$ cat config.mk
export PLATFORM = sky130hd
export DESIGN_NAME = dshot_scheduler
export DESIGN_NICKNAME = d
export VERILOG_FILES = /design/src/rtl/dshot_scheduler.sv
export SDC_FILE = /design/constraint.sdc
export NUM_CORES = 1
export LEC_CHECK = 0
export CAP_MARGIN = 20
export CORE_ASPECT_RATIO = 1.25
export CORE_UTILIZATION = 44
export DETAILED_ROUTE_END_ITERATION = 8
export PLACE_DENSITY = 0.77
export RECOVER_POWER = 25
export SLEW_MARGIN = 20
export SYNTH_ARGS = -nofsm -noshare
export SYNTH_HDL_FRONTEND = slang
export SYNTH_SLANG_ARGS = --single-unit
$ cat constraint.sdc
create_clock -name clock -period 2.9 [get_ports clock]
set_clock_uncertainty 0.1 [all_clocks]
set_input_delay 0.435 -clock clock [delete_from_list [all_inputs] [get_ports clock]]
set_output_delay 0.435 -clock clock [all_outputs]
set_load 0.05 [all_outputs]
$ cat src/rtl/dshot_scheduler.sv
// Frame scheduler for four DShot transmitters: periodic packet compose,
// throttle clamping, round-robin telemetry and repeated special commands.
module dshot_scheduler #(
    parameter int FRAME_CLKS   = 400,
    parameter int CLKS_PER_BIT = 16,
    parameter int CMD_REPEAT   = 10
) (
    input  logic        clock,
    input  logic        reset,
    input  logic        arm,
    input  logic [43:0] throttle,
    input  logic        tlm_en,
    input  logic        cmd_valid,
    input  logic [1:0]  cmd_motor,
    input  logic [5:0]  cmd_value,
    output logic        cmd_ready,
    output logic        cmd_active,
    output logic [63:0] packets,
    output logic [3:0]  load
);

    localparam int TW = $clog2(FRAME_CLKS);
    localparam int CW = $clog2(CMD_REPEAT + 1);
    localparam logic [TW-1:0] RELOAD = TW'(FRAME_CLKS - 1);

    if (FRAME_CLKS < 16 * CLKS_PER_BIT + 2) begin : g_bad_frame
        $error("FRAME_CLKS too short for one DShot frame");
    end

    typedef enum logic {IDLE, ACTIVE} state_t;

    state_t        state_q, state_d;
    logic [TW-1:0] timer_q, timer_d;
    logic [CW-1:0] cnt_q, cnt_d;
    logic [1:0]    ptr_q, ptr_d;
    logic [1:0]    motor_q, motor_d;
    logic [5:0]    code_q, code_d;
    logic [63:0]   packets_q, packets_d;
    logic [3:0]    load_q, load_d;
    logic          compose;

    function automatic logic [15:0] encode(logic [10:0] value, logic tlm);
        logic [11:0] data;
        data = {value, tlm};
        return {data, data[11:8] ^ data[7:4] ^ data[3:0]};
    endfunction

    always_comb begin
        logic [10:0] thr;
        logic [10:0] val;
        logic        tlm;
        thr       = '0;
        val       = '0;
        tlm       = 1'b0;
        state_d   = state_q;
        cnt_d     = cnt_q;
        ptr_d     = ptr_q;
        motor_d   = motor_q;
        code_d    = code_q;
        packets_d = packets_q;
        load_d    = '0;
        compose   = (timer_q == '0);
        timer_d   = compose ? RELOAD : timer_q - 1'b1;
        cmd_ready = (state_q == IDLE) && !arm;

        if (cmd_valid && cmd_ready) begin
            state_d = ACTIVE;
            motor_d = cmd_motor;
            code_d  = cmd_value;
            cnt_d   = CW'(CMD_REPEAT);
        end

        if (compose) begin
            load_d = '1;
            for (int i = 0; i < 4; i++) begin
                thr = throttle[11*i +: 11];
                if (!arm)
                    val = '0;
                else if (thr != '0 && thr < 11'd48)
                    val = 11'd48;
                else
                    val = thr;
                tlm = tlm_en && (ptr_q == 2'(i));
                // An arming event wins over a pending command on that frame
                if (state_q == ACTIVE && !arm && motor_q == 2'(i)) begin
                    val = {5'b0, code_q};
                    tlm = 1'b1;
                end
                packets_d[16*i +: 16] = encode(val, tlm);
            end
            if (tlm_en)
                ptr_d = ptr_q + 2'd1;
            if (state_q == ACTIVE) begin
                if (arm) begin
                    state_d = IDLE;
                    cnt_d   = '0;
                end else begin
                    cnt_d = cnt_q - 1'b1;
                    if (cnt_q == CW'(1))
                        state_d = IDLE;
                end
            end
        end
    end

    always_ff @(posedge clock or posedge reset) begin
        if (reset) begin
            state_q   <= IDLE;
            timer_q   <= RELOAD;
            cnt_q     <= '0;
            ptr_q     <= '0;
            motor_q   <= '0;
            code_q    <= '0;
            packets_q <= '0;
            load_q    <= '0;
        end else begin
            state_q   <= state_d;
            timer_q   <= timer_d;
            cnt_q     <= cnt_d;
            ptr_q     <= ptr_d;
            motor_q   <= motor_d;
            code_q    <= code_d;
            packets_q <= packets_d;
            load_q    <= load_d;
        end
    end

    assign cmd_active = (state_q == ACTIVE);
    assign packets    = packets_q;
    assign load       = load_q;

endmodule

==> results_dict.tcl <==
set metrics [dict create \
    die_x_um 92.5 \
    synth_top_area_share_pct 46.1 \
    cpPeakStageDelay_ns 0.91 \
    dp_hpwl_mm 9.31 \
    fmax_mhz 408 \
    vias 4091 \
    slew_violations 35 \
    critical_path_arrival_ns 1.92 \
    worst_slew_pin_slew_ns 1.53 \
    p_leak_nw 2.60 \
    ios 127 \
    routed_wl_mm 12.6 \
    async_flop_share_pct 100 \
    p_seq_share_pct 42.9 \
    yosysSeqAreaShare_pct 49.6 \
    status "finished, violations left" \
    grt_pass1_vias 4025 \
    cts.path.max_buffers 2 \
    drtAntennaViolNets 0 \
    syn_area_per_cell_um2 9.31 \
    cts_hold_buffers 0 \
    worst_path_max_delay_cell "clkdlybuf4s50_1" \
    p_int_w 0.00240 \
    syn_nets 548 \
    failed_checks "max-capacitance violations, max-slew violations" \
    p_comb_share_pct 27.5 \
    drc 0 \
    hold_viol 0 \
    worst_slack_ns 0.448 \
    holdWs_ns 0.334 \
    yosysTopAreaCell "dfrtp_1" \
    synth_cells 484 \
    rows 40 \
    peakVddDrop_uv 326 \
    grt_start_max_net_pins 53 \
    syn-cell-area_um2 4510 \
    die-area_um2 10700 \
    clkLatencyLatePin_ns 0.34 \
    worstSetupEndpointType "output pin" \
    synthTopCellsByArea "dfrtp_1 (46%), nand2_1 (9.7%), o21ai_0 (4.8%), dfstp_2 (3.5%), xnor2_1 (3.3%)" \
    final_nets 666 \
    crit_required_ns 2.37 \
    area_growth_pct 35.7 \
    cp_top_family "buffers and inverters" \
    clk_pin_slew_ns 0.06 \
    drtIter0Drc 308 \
    cts_setup_buffers 0 \
    initial_utilization_pct 46.2 \
    drive_above_1_share_pct 8.57 \
    min_period_ns 2.45 \
    fin_cells 733 \
    switchingPower_w 0.00121 \
    yosysWarnings 0 \
    n_antenna_cell 0 \
    cts_tree "built" \
    path_cells "clkdlybuf4s50_1" \
    ys.flop_type "dfrtp_1" \
    cp_max_fo 17 \
    p_clk_share_pct 29.7 \
    root_buffer "clkbuf_16" \
    placed_cells 717 \
    htreeDepth 3 \
    synth-edff-count 0 \
    place_congestion 0.876 \
    ys_seq_elements 89 \
    coreArea_um2 9760 \
    start_kind "register" \
    antenna_found_initial 0 \
    switching_share_pct 33.6 \
    wl_per_cell_um 17.1 \
    finalSetupTns_ns 0 \
    place_ws_ns 0.456 \
    die_h_um 115 \
    grt_overflow 0 \
    rsz0062_at_grt "no" \
    grt_first_pass_wirelength_mm 20.1 \
    vias_per_cell 5.58 \
    powerDensity_nw_per_um2 591 \
    cts-resized-gates 0 \
    relSlewSlack_pct -2.42 \
    path_buf_inv 1 \
    dr.pass1.iters 5 \
    final_util_pct 62.7 \
    worstSetupPathType "reg -> out" \
    numCtsBuffers 9 \
    holdCritPathClass "in -> reg" \
    min_period_over_period_pct 84.5 \
    synth.distinct_cells 51 \
    max_cap_violations 1 \
    clock-sinks 89 \
    grt_use_total_pct 24.5 \
    port_buffers 126 \
    setup_viol 0 \
]
registers in the layout, indices dropped and copies added, names as in the netlist:
signal / count
packets: 64
timer_q: 9
code_q: 6
cnt_q: 4
motor_q: 2
ptr_q: 2
cmd_active: 1
load: 1
power groups by stage:
stage / sequential, W / clock (W) / combinational [W]
6_report: 0.00155 / 0.00107 / 0.000993
5_1_grt: 0.00157 / 0.00114 / 0.00107
4_1_cts: 0.00155 / 0.00108 / 0.000993
3_5_place_dp: 0.00157 / 0 / 0.000989
3_3_place_gp: 0.00156 / 0 / 0.000973
2_1_floorplan: 0.00171 / 0 / 0.000469
cell usage after synthesis (3+ instances only):
library cell and count:
a21oi_1 12, a22oi_1 9, a31oi_1 9, a32oi_1 4, buf_2 3, buf_4 5, buf_6 3, clkbuf_1 15
dfrtp_1 83, dfstp_2 6, ha_1 7, inv_1 13, mux2_2 11, nand2_1 116, nand2b_1 5, nand3_1 7
nand4_1 3, nand4b_1 4, nor2_1 23, nor3_1 11, nor4_1 6, o21ai_0 43, o21ai_1 15, o221ai_1 3
xnor2_1 17, xor2_1 14
per-stage QoR:
stage	instance area [µm²]	power (W)
2_1_floorplan	4510	0.00218
4_1_cts	6120	0.00362
6_report	6120	0.00361
3_5_place_dp	5840	0.00256
3_3_place_gp	5840	0.00253
5_1_grt	6120	0.00378
routing by layer:
metal / vias to the layer above / track usage, % / wire length (µm)
li1: 1914 / - / -
met1: 1968 / 29.7 / 5020
met2: 186 / 43.2 / 6450
met3: 23 / 3.84 / 762
met4: 0 / 10.8 / 324
met5: - / 0 / 0
logic make-up after synthesis:
kind of cell | count (synthesis) | share of synthesized area (%)
buffers and inverters | 41 | 4.66
adders and majority gates | 7 | 1.94
AOI/OAI and AO/OA | 113 | 15.7
muxes | 13 | 3.19
and+or+nand+nor | 190 | 18.9
xor gates and xnor gates | 31 | 6.02
DFF | 89 | 49.6
cells in the final DEF (no fill, tap or decap), types with 11 or more instances in the layout:
| cell type | count |
|---|---|
| a21oi_1 | 12 |
| clkdlybuf4s50_1 | 124 |
| xor2_1 | 14 |
| nor2_1 | 23 |
| xnor2_1 | 17 |
| o21ai_0 | 43 |
| inv_1 | 12 |
| dfrtp_1 | 83 |
| nor3_1 | 11 |
| nand2_1 | 116 |
| o21ai_1 | 15 |
| mux2_2 | 11 |
final cells by class:
type                       instances  area [µm²]
sequential                        89        2230
multi-input combinational        354        2070
fill                             803        3640
inverter                          14        53.8
clock inverter                     3        15.0
clock buffer                      13         260
tap                              126         158
timing repair buffer             134        1330
worst paths after layout:
path / startpoint / end / slack, ns / cells past startpoint
max in group asynchronous: reset / timer_q[1]$_DFF_PP1_ / 0.93 / 3
hold / removal: arm / cnt_q[3]$_DFF_PP0_ / 0.33 / 2
setup / recovery: cmd_active$_DFF_PP0_ / cmd_active / 0.45 / 1
hold reg to reg: packets[59]$_DFFE_PP0P_ / packets[59]$_DFFE_PP0P_ / 0.37 / 2
setup reg to reg: timer_q[0]$_DFF_PP1_ / cnt_q[2]$_DFF_PP0_ / 0.62 / 7
min in group asynchronous: reset / packets[48]$_DFFE_PP0P_ / 0.81 / 2
Power figures use the tool's default switching activity.
